File: config.mk
export PLATFORM = sky130hd
export DESIGN_NAME = alu_16b_bist_ctrl
export DESIGN_NICKNAME = d
export VERILOG_FILES = /design/src/rtl/alu_16b_bist_ctrl.sv
export SDC_FILE = /design/constraint.sdc
export NUM_CORES = 1
export LEC_CHECK = 0
export BUFFER_PORTS_ARGS = -buffer_cell sky130_fd_sc_hd__buf_2
export CAP_MARGIN = 20
export CORE_MARGIN = 3
export CORE_UTILIZATION = 25
export CTS_CLUSTER_SIZE = 25
export DETAILED_ROUTE_END_ITERATION = 10
export SLEW_MARGIN = 10
export SYNTH_ARGS = -nofsm -noshare
export SYNTH_HDL_FRONTEND = slang
export SYNTH_SLANG_ARGS = --single-unit
File: constraint.sdc
create_clock -name CLK -period 36.1 [get_ports CLK]
set_clock_uncertainty 0.05 [all_clocks]
set_input_delay 0 -clock CLK [delete_from_list [all_inputs] [get_ports CLK]]
set_output_delay 0 -clock CLK [all_outputs]
set_load 0.02 [all_outputs]
File: src/rtl/alu_16b_bist_ctrl.sv
`default_nettype none
// ============================================================================
// Module  : alu_16b_bist_ctrl
// Purpose : On-chip BIST driver for ALU_16B. It sweeps LFSR operand pairs
//           through all 16 opcodes and checks the results against a golden model.
// Rev     : 1.0
// ============================================================================
module alu_16b_bist_ctrl #(
    parameter int unsigned NUM_VECTORS = 16,
    parameter logic [15:0] SEED        = 16'hACE1,
    parameter int unsigned LATENCY     = 1
) (
    input  logic        CLK,
    input  logic        RST,
    input  logic        START,
    input  logic [15:0] ALU_OUT,
    input  logic        Carry_Flag,
    input  logic        Arith_flag,
    input  logic        Logic_flag,
    input  logic        CMP_flag,
    input  logic        Shift_flag,
    output logic [15:0] A,
    output logic [15:0] B,
    output logic [3:0]  ALU_FUN,
    output logic        BUSY,
    output logic        DONE,
    output logic        PASS,
    output logic [15:0] ERR_CNT,
    output logic [3:0]  FAIL_FUN,
    output logic [15:0] FAIL_A,
    output logic [15:0] FAIL_B
);

    localparam logic [15:0] C_SEED      = (SEED == 16'h0) ? 16'hACE1 : SEED;
    localparam logic [15:0] C_LAST_VEC  = 16'(NUM_VECTORS - 1);
    localparam logic [1:0]  C_WAIT_INIT = 2'(LATENCY - 1);

    typedef enum logic [2:0] {
        S_IDLE  = 3'd0,
        S_LOAD  = 3'd1,
        S_DRIVE = 3'd2,
        S_WAIT  = 3'd3,
        S_CHECK = 3'd4,
        S_FIN   = 3'd5
    } state_t;

    state_t      state_q, state_d;
    logic [15:0] a_q, a_d, b_q, b_d, lfsr_q, lfsr_d, vec_q, vec_d;
    logic [15:0] err_q, err_d, fa_q, fa_d, fb_q, fb_d;
    logic [3:0]  fun_q, fun_d, ffun_q, ffun_d;
    logic [1:0]  wait_q, wait_d;
    logic        busy_q, busy_d, done_q, done_d, pass_q, pass_d;

    logic [16:0] w_sum, w_diff;
    logic [15:0] w_exp_out, w_lfsr1;
    logic        w_exp_c, w_exp_ar, w_exp_lo, w_exp_cm, w_exp_sh, w_mismatch;

    function automatic logic [15:0] lfsr_step(input logic [15:0] s);
        return {s[14:0], s[15] ^ s[13] ^ s[12] ^ s[10]};
    endfunction

    assign w_lfsr1 = lfsr_step(lfsr_q);

    always_comb begin
        w_sum     = {1'b0, a_q} + {1'b0, b_q};
        w_diff    = {1'b0, a_q} - {1'b0, b_q};
        w_exp_out = 16'h0;
        w_exp_c   = 1'b0;
        w_exp_ar  = 1'b0;
        w_exp_lo  = 1'b0;
        w_exp_cm  = 1'b0;
        w_exp_sh  = 1'b0;
        case (fun_q)
            4'd0:  begin w_exp_out = w_sum[15:0];  w_exp_c = w_sum[16];  w_exp_ar = 1'b1; end
            4'd1:  begin w_exp_out = w_diff[15:0]; w_exp_c = w_diff[16]; w_exp_ar = 1'b1; end
            4'd2:  begin w_exp_out = a_q * b_q; w_exp_ar = 1'b1; end
            4'd3:  begin w_exp_out = (b_q == 16'h0) ? 16'h0 : a_q / b_q; w_exp_ar = 1'b1; end
            4'd4:  begin w_exp_out = a_q & b_q;    w_exp_lo = 1'b1; end
            4'd5:  begin w_exp_out = a_q | b_q;    w_exp_lo = 1'b1; end
            4'd6:  begin w_exp_out = ~(a_q & b_q); w_exp_lo = 1'b1; end
            4'd7:  begin w_exp_out = ~(a_q | b_q); w_exp_lo = 1'b1; end
            4'd8:  begin w_exp_out = a_q ^ b_q;    w_exp_lo = 1'b1; end
            4'd9:  begin w_exp_out = ~(a_q ^ b_q); w_exp_lo = 1'b1; end
            4'd10: begin w_exp_out = (a_q == b_q) ? 16'd1 : 16'd0; w_exp_cm = 1'b1; end
            4'd11: begin w_exp_out = (a_q > b_q)  ? 16'd2 : 16'd0; w_exp_cm = 1'b1; end
            4'd12: begin w_exp_out = (a_q < b_q)  ? 16'd3 : 16'd0; w_exp_cm = 1'b1; end
            4'd13: begin w_exp_out = a_q >> 1; w_exp_sh = 1'b1; end
            4'd14: begin w_exp_out = a_q << 1; w_exp_sh = 1'b1; end
            default: ;
        endcase
    end

    // Carry is only meaningful for add/subtract, so it is ignored elsewhere.
    assign w_mismatch = (ALU_OUT != w_exp_out) || (Arith_flag != w_exp_ar) ||
                        (Logic_flag != w_exp_lo) || (CMP_flag != w_exp_cm) ||
                        (Shift_flag != w_exp_sh) ||
                        ((fun_q <= 4'd1) && (Carry_Flag != w_exp_c));

    always_comb begin
        state_d = state_q;
        a_d     = a_q;
        b_d     = b_q;
        fun_d   = fun_q;
        lfsr_d  = lfsr_q;
        vec_d   = vec_q;
        wait_d  = wait_q;
        busy_d  = busy_q;
        done_d  = done_q;
        pass_d  = pass_q;
        err_d   = err_q;
        ffun_d  = ffun_q;
        fa_d    = fa_q;
        fb_d    = fb_q;
        case (state_q)
            S_IDLE: begin
                if (START) begin
                    done_d  = 1'b0;
                    pass_d  = 1'b0;
                    err_d   = 16'h0;
                    ffun_d  = 4'h0;
                    fa_d    = 16'h0;
                    fb_d    = 16'h0;
                    vec_d   = 16'h0;
                    busy_d  = 1'b1;
                    state_d = S_LOAD;
                end
            end
            S_LOAD: begin
                a_d     = lfsr_q;
                b_d     = w_lfsr1;
                lfsr_d  = lfsr_step(w_lfsr1);
                fun_d   = 4'h0;
                state_d = S_DRIVE;
            end
            S_DRIVE: begin
                wait_d  = C_WAIT_INIT;
                state_d = S_WAIT;
            end
            S_WAIT: begin
                if (wait_q == 2'd0) begin
                    state_d = S_CHECK;
                end else begin
                    wait_d = wait_q - 2'd1;
                end
            end
            S_CHECK: begin
                if (w_mismatch) begin
                    if (err_q != 16'hFFFF) begin
                        err_d = err_q + 16'd1;
                    end
                    if (err_q == 16'h0) begin
                        ffun_d = fun_q;
                        fa_d   = a_q;
                        fb_d   = b_q;
                    end
                end
                if (fun_q != 4'hF) begin
                    fun_d   = fun_q + 4'd1;
                    state_d = S_DRIVE;
                end else if (vec_q != C_LAST_VEC) begin
                    vec_d   = vec_q + 16'd1;
                    state_d = S_LOAD;
                end else begin
                    // The report is registered on entry so DONE appears as FIN begins.
                    busy_d  = 1'b0;
                    done_d  = 1'b1;
                    pass_d  = (err_d == 16'h0);
                    fun_d   = 4'hF;
                    state_d = S_FIN;
                end
            end
            S_FIN: begin
                state_d = S_IDLE;
            end
            default: state_d = S_IDLE;
        endcase
    end

    always_ff @(posedge CLK) begin
        if (!RST) begin
            state_q <= S_IDLE;
            a_q     <= 16'h0;
            b_q     <= 16'h0;
            fun_q   <= 4'hF;
            lfsr_q  <= C_SEED;
            vec_q   <= 16'h0;
            wait_q  <= 2'd0;
            busy_q  <= 1'b0;
            done_q  <= 1'b0;
            pass_q  <= 1'b0;
            err_q   <= 16'h0;
            ffun_q  <= 4'h0;
            fa_q    <= 16'h0;
            fb_q    <= 16'h0;
        end else begin
            state_q <= state_d;
            a_q     <= a_d;
            b_q     <= b_d;
            fun_q   <= fun_d;
            lfsr_q  <= lfsr_d;
            vec_q   <= vec_d;
            wait_q  <= wait_d;
            busy_q  <= busy_d;
            done_q  <= done_d;
            pass_q  <= pass_d;
            err_q   <= err_d;
            ffun_q  <= ffun_d;
            fa_q    <= fa_d;
            fb_q    <= fb_d;
        end
    end

    assign A        = a_q;
    assign B        = b_q;
    assign ALU_FUN  = fun_q;
    assign BUSY     = busy_q;
    assign DONE     = done_q;
    assign PASS     = pass_q;
    assign ERR_CNT  = err_q;
    assign FAIL_FUN = ffun_q;
    assign FAIL_A   = fa_q;
    assign FAIL_B   = fb_q;

endmodule
`default_nettype wire

Word-level counts from Yosys, hierarchy flattened
Index checks and enable logic that the tools add are counted.
{ "totals": {"ff_bits": 128, "input_bits": 24, "word_cells": 149} }
{ "classes": {"add_sub_neg": 6, "n_mul": 1, "div": 1, "n_lt_le_gt_ge": 3, "eq_ne": 37, "mux": 49, "bitwise": 12, "reduce_logical": 26} }
{ "op_table": {"columns": ["operator", "count"], "rows": [
  ["case mux 16 bit (15 select lines)", 1],
  ["2-to-1 mux 16 bit", 11],
  ["case mux 16 bit (2 select lines)", 4],
  ["zero test 16 bit", 3],
  ["NOT 16 bit", 3],
  ["adder 16 x 1 -> 16 bit, second input constant", 2],
  ["equality test 4 bit, second input constant", 7],
  ["2-to-1 mux 4 bit", 5],
  ["adder 16 x 16 -> 17 bit", 1],
  ["subtractor 16 x 16 -> 17 bit", 1],
  ["bitwise AND 16 bit", 1],
  ["divider 16 x 16 -> 16 bit", 1],
  ["equality test 16 bit", 1],
  ["equality test 4 x 3 -> 1 bit, second input constant", 4],
  ["greater-than comparator 16 bit", 1],
  ["less-than comparator 16 bit", 1],
  ["multiplier 16 x 16 -> 16 bit", 1],
  ["!= test 16 bit", 1],
  ["!= test 16 bit, second input constant", 1],
  ["!= test 16 x 4 -> 1 bit, second input constant", 1],
  ["!= test 2 bit, second input constant", 8],
  ["bitwise OR 16 bit", 1],
  ["case mux 4 bit (2 select lines)", 2],
  ["XOR 16 bit", 1],
  ["30 further kinds", 72]
]} }

Logic depth before layout (Yosys ltp)
{ "depth": {"depth_word": 15, "mapped_depth": 162} }

Least setup slack after synthesis
No wires, ideal clock.
{ "synth_path": {"kind": "register to register", "startpoint": "register a_q[3] (netlist: A[3])", "endpoint": "register pass_q (netlist: PASS)", "arrival_ns": 30.480, "required_ns": 35.963, "path_slack_ns": 5.483, "path_stages_with_launch": 148, "n_path_buf": 10, "path_cell_list": "dfxtp_1 clkbuf_1 clkinv_1 ha_1 nand2_1 and3_1 o211ai_1 xnor2_1 o21ai_0 ha_1 o21a_1 o211ai_1 mux2_2 ha_1 nand4_1 nor2_1 nand4_1 mux2_2 [... 112 more ...] clkbuf_1 mux2_2 ha_1 a21o_1 a2111oi_0 o21a_1 o2111ai_1 a21oi_1 o21ai_0 a211o_1 a2111oi_0 and4_1 nand4_1 buf_4 buf_6 a211oi_1 o21ai_0 o31ai_1"} }
{ "synth_between": {"elab_chain_cells": 15} }
{ "synth_lines": {"columns": ["element", "line_no", "text"], "rows": [
  ["start, declared", "48", "logic [15:0] a_q, a_d, b_q, b_d, lfsr_q, lfsr_d, vec_q, vec_d;"],
  ["start signal, assigned", "182", "a_q <= 16'h0;"],
  ["start signal, assigned", "197", "a_q <= a_d;"],
  ["divider 16 x 16 -> 16 bit (tied with other cells)", "77", "4'd3: begin w_exp_out = (b_q == 16'h0) ? 16'h0 : a_q / b_q; w_exp_ar = 1'b1; end"],
  ["2-to-1 mux 16 bit (tied with other cells)", "77", null],
  ["case mux 16 bit (15 select lines)", "73", "case (fun_q)"],
  ["!= test 16 bit", "94", "assign w_mismatch = (ALU_OUT != w_exp_out) || (Arith_flag != w_exp_ar) ||"],
  ["logical OR 1 bit (2 in series)", "94", null],
  ["logical OR 1 bit (2 in series)", "95", "(Logic_flag != w_exp_lo) || (CMP_flag != w_exp_cm) ||"],
  ["logical OR 1 bit *", "96", "(Shift_flag != w_exp_sh) ||"],
  ["2-to-1 mux 16 bit *", "147", "if (w_mismatch) begin"],
  ["2-to-1 mux 16 bit *", "114", "case (state_q)"],
  ["zero test 16 bit *", "167", "pass_d = (err_d == 16'h0);"],
  ["2-to-1 mux 1 bit *", "160", "end else if (vec_q != C_LAST_VEC) begin"],
  ["2-to-1 mux 1 bit *", "157", "if (fun_q != 4'hF) begin"],
  ["case mux 1 bit (2 select lines) *", "114", null],
  ["end signal, assigned", "205", "pass_q <= pass_d;"],
  ["end, declared", "52", "logic busy_q, busy_d, done_q, done_d, pass_q, pass_d;"]
]} }
Mark *: on every way between the ends. The rest lies on a longest branch, timed or not. The select of a mux whose other input is x is not followed.
A chain may end at the register's enable or synchronous reset.

Worst setup path in the final report
{ "layout_path": {"startpoint": "register a_q[11] (netlist: A[11])", "endpoint": "register pass_q (netlist: PASS)"} }
Same word-level chain as after synthesis.

==> results.py <==
metrics = {
    "outcome": {
        "outcome": "completed",
    },
    "floorplan": {
        "core_area_um2": 73200,
        "die_h_um": 278,
        "die_x_um": 278,
        "rows": 99,
        "initial_core_util_pct": 25.3,
        "io_pins": 115,
        "dieArea_um2": 77500,
    },
    "worst_setup_path": {
        "crit_top_cell": "o21ai_0",
        "required_ps": 36280,
        "worst_setup_path_end_kind": "flop",
        "worstSetupEndpoint": "PASS$_SDFFE_PN0P_",
        "critPathMaxStageDelay_ps": 740,
        "crit_slowest_cell": "dfxtp_1",
        "r2r_cells": 148,
        "r2r_end": "PASS$_SDFFE_PN0P_",
        "startpoint": "A[11]$_SDFFE_PN0P_",
        "critPathMaxFanout": 14,
        "rrSetupSlack_ps": 2480,
        "worstReg2RegStart": "A[11]$_SDFFE_PN0P_",
        "cp.arrival_ps": 33800,
        "crit_type": "flop to flop",
        "cp-start-kind": "flop",
    },
    "cells_and_area": {
        "syn2layout_area_growth_pct": 10.5,
        "drive_above_1_share_pct": 12.2,
        "nets": 2872,
    },
    "sta": {
        "setup_viol": 0,
        "drv_slew": 0,
        "tightest_slew_ps": 957,
        "setup_ws_ps": 2480,
        "period_share_pct": 93.1,
        "slew_headroom_pct": 36.2,
        "period_needed_ps": 33620,
        "fmax_ghz": 0.0297,
        "hold_violations": 0,
    },
    "yosys": {
        "synthDominantCellAreaShare_pct": 16.9,
        "netlist_instances": 2489,
        "ys.flop_type": "dfxtp_1",
        "synth_seq_cells": 90,
        "synth_area_um2": 18600,
        "async_reset_ff_share_pct": 0,
        "yosysWarnings": 0,
        "ys_seq_area_share_pct": 9.71,
        "synth_largest_area_cell": "ha_1",
        "yosys-top-cells-area": "ha_1 (17%), dfxtp_1 (9.7%), fa_1 (7.4%), a21oi_1 (5.6%), nor2_1 (4.4%)",
        "yosysMostFrequentCell": "ha_1",
        "synth_area_per_cell_um2": 7.45,
        "synth_common_cells": "ha_1 (251), nor2_1 (217), nand2_1 (213)",
        "syn_nets": 2833,
        "synth_edf_count": 0,
        "yosysUniqueCellTypes": 106,
    },
    "clocking": {
        "cts_buffer_depth": 2,
        "cts.sinks": 90,
        "cts_root_buf": "clkbuf_16",
        "htree_levels": 3,
        "numCtsBuffers": 9,
        "clk_pin_slew_ps": 70,
        "clk-insertion-delay-late_ps": 340,
        "tritoncts": "done",
    },
    "drt": {
        "ant_nets": 0,
        "drt_wl_total_um": 68600,
        "vias": 19093,
        "drcViolationCount": 0,
        "dr.pass1.iters": 6,
        "drt_iter0_drc": 1702,
        "vias_per_cell": 5.46,
        "wl_per_cell_um": 19.6,
    },
    "grt": {
        "use_met3_pct": 2.36,
        "antenna_found_initial": 7,
        "grt_pass1_wl_um": 105000,
        "grt_pass1_vias": 17941,
        "grt_overflow": 0,
        "use_met1_pct": 23.6,
        "grtUsageMet2_pct": 26.6,
        "grt_max_degree": 63,
        "grt_use_total_pct": 16.9,
        "top_usage_layer": "met2",
    },
    "place": {
        "place_hpwl_um": 51800,
        "place.gp.congestion": 0.971,
        "pre_cts_slack_ps": -264,
        "numPortBuffers": 114,
    },
    "worst_hold_path": {
        "hp-class": "flop to flop",
    },
    "job": {
        "maxCapViolCount": 0,
    },
}
==> final cells by class <==
type,instances,area [µm²]
antenna,3,7.51
clock buffer,10,229
clock inverter,6,50.0
fill,7963,52700
inverter,187,729
multi-input combinational,2059,15400
sequential,90,1800
tap,959,1200
timing repair buffer,181,1100
==> placed cells by master, fill, tap and decap left out, types with 24 or more instances in the layout <==
master and n:
nand3_1 102, nor2_1 217, a211oi_1 32, o211ai_1 29, nand4_1 33, a31oi_1 31, nor3_1 65, nand2_1 211
mux2i_1 45, fa_1 69, buf_4 61, dfxtp_1 90, a21oi_1 204, a21o_1 38, ha_1 248, xnor2_1 93
xor2_1 41, mux2_2 33, o21a_1 45, buf_2 114, o21ai_0 104, inv_1 173, or3_1 24
==> cell families after synthesis <==
kind of cell / count (synthesis) / share of synthesized area (%)
AOI/OAI and AO/OA: 691 / 25.0
xor gates and xnor gates: 135 / 6.41
adders and majority gates: 320 / 24.4
buffers and inverters: 341 / 7.86
DFF: 90 / 9.71
muxes: 80 / 4.59
and+or+nand+nor: 832 / 22.0
==> metrics by stage <==
stage | TNS [ps] | hold WS [ps] | util, % | cell area, µm² | std cells
finish | 0 | 410 | 28.0 | 20500 | 3495
global route | -603 | 434 | 28.0 | 20500 | 3494
CTS | 0 | 408 | 27.6 | 20200 | 3473
detailed placement | -5160 | 268 | 27.2 | 19900 | 3455
global placement | 0 | 264 | 27.2 | 19900 | 3455
floorplan | 0 | 120 | - | 18600 | 2489
==> how the worst min path moves through the flow <==
stage                           startpoint                 endpoint  slack, ps  depth (start not counted)
CTS                 lfsr_q[7]$_SDFFE_PN1P_        A[7]$_SDFFE_PN0P_        410                          2
global route        lfsr_q[6]$_SDFFE_PN1P_        A[6]$_SDFFE_PN0P_        430                          2
floorplan                            START  state_q[0]$_SDFFE_PN0P_        120                          2
finish                   DONE$_SDFFE_PN0P_        DONE$_SDFFE_PN0P_        410                          2
detailed placement                     RST  ALU_FUN[0]$_SDFFE_PN1P_        270                          2
global placement                       RST  ALU_FUN[0]$_SDFFE_PN1P_        260                          2
==> registers in the layout, summed over array words and instances (netlist names) <==
register / flops
lfsr_q: 8
ERR_CNT: 16
B: 1
BUSY: 1
vec_q: 16
wait_q: 2
FAIL_FUN: 4
FAIL_B: 1
DONE: 1
A: 16
PASS: 1
state_q: 3
FAIL_A: 16
ALU_FUN: 4
==> worst max-delay path, delay by kind of cell, from the launching register on <==
family / cells / cell delay, ps
buffers and inverters: 8 / 1290
XOR/XNOR: 2 / 230
multiplexers: 6 / 2200
AND/OR/NAND/NOR: 27 / 4470
adder cells (fa/ha/maj): 16 / 5050
flip-flops: 1 / 740
AO/OA/AOI/OAI: 89 / 19380
==> metal layers <==
metal	vias to the layer above	wire length [µm]
li1	9055	-
met1	8958	30800
met2	911	29500
met3	167	5980
met4	2	2290
met5	-	13
==> timing repair <==
| action | in CTS | in global routing |
|---|---|---|
| pin swaps | 0 | 0 |
| cloned | 0 | 1 |
| endpoints found under the setup margin | 26 | 38 |
| hold buffers | 2 | 0 |
| endpoints found under the hold margin | 10 | 0 |
| gates resized for setup | 2 | 35 |
| setup buffers | 0 | 16 |
Power is not shown: default switching activity piles up to over one toggle a cycle in this logic, so the estimate is an artifact.
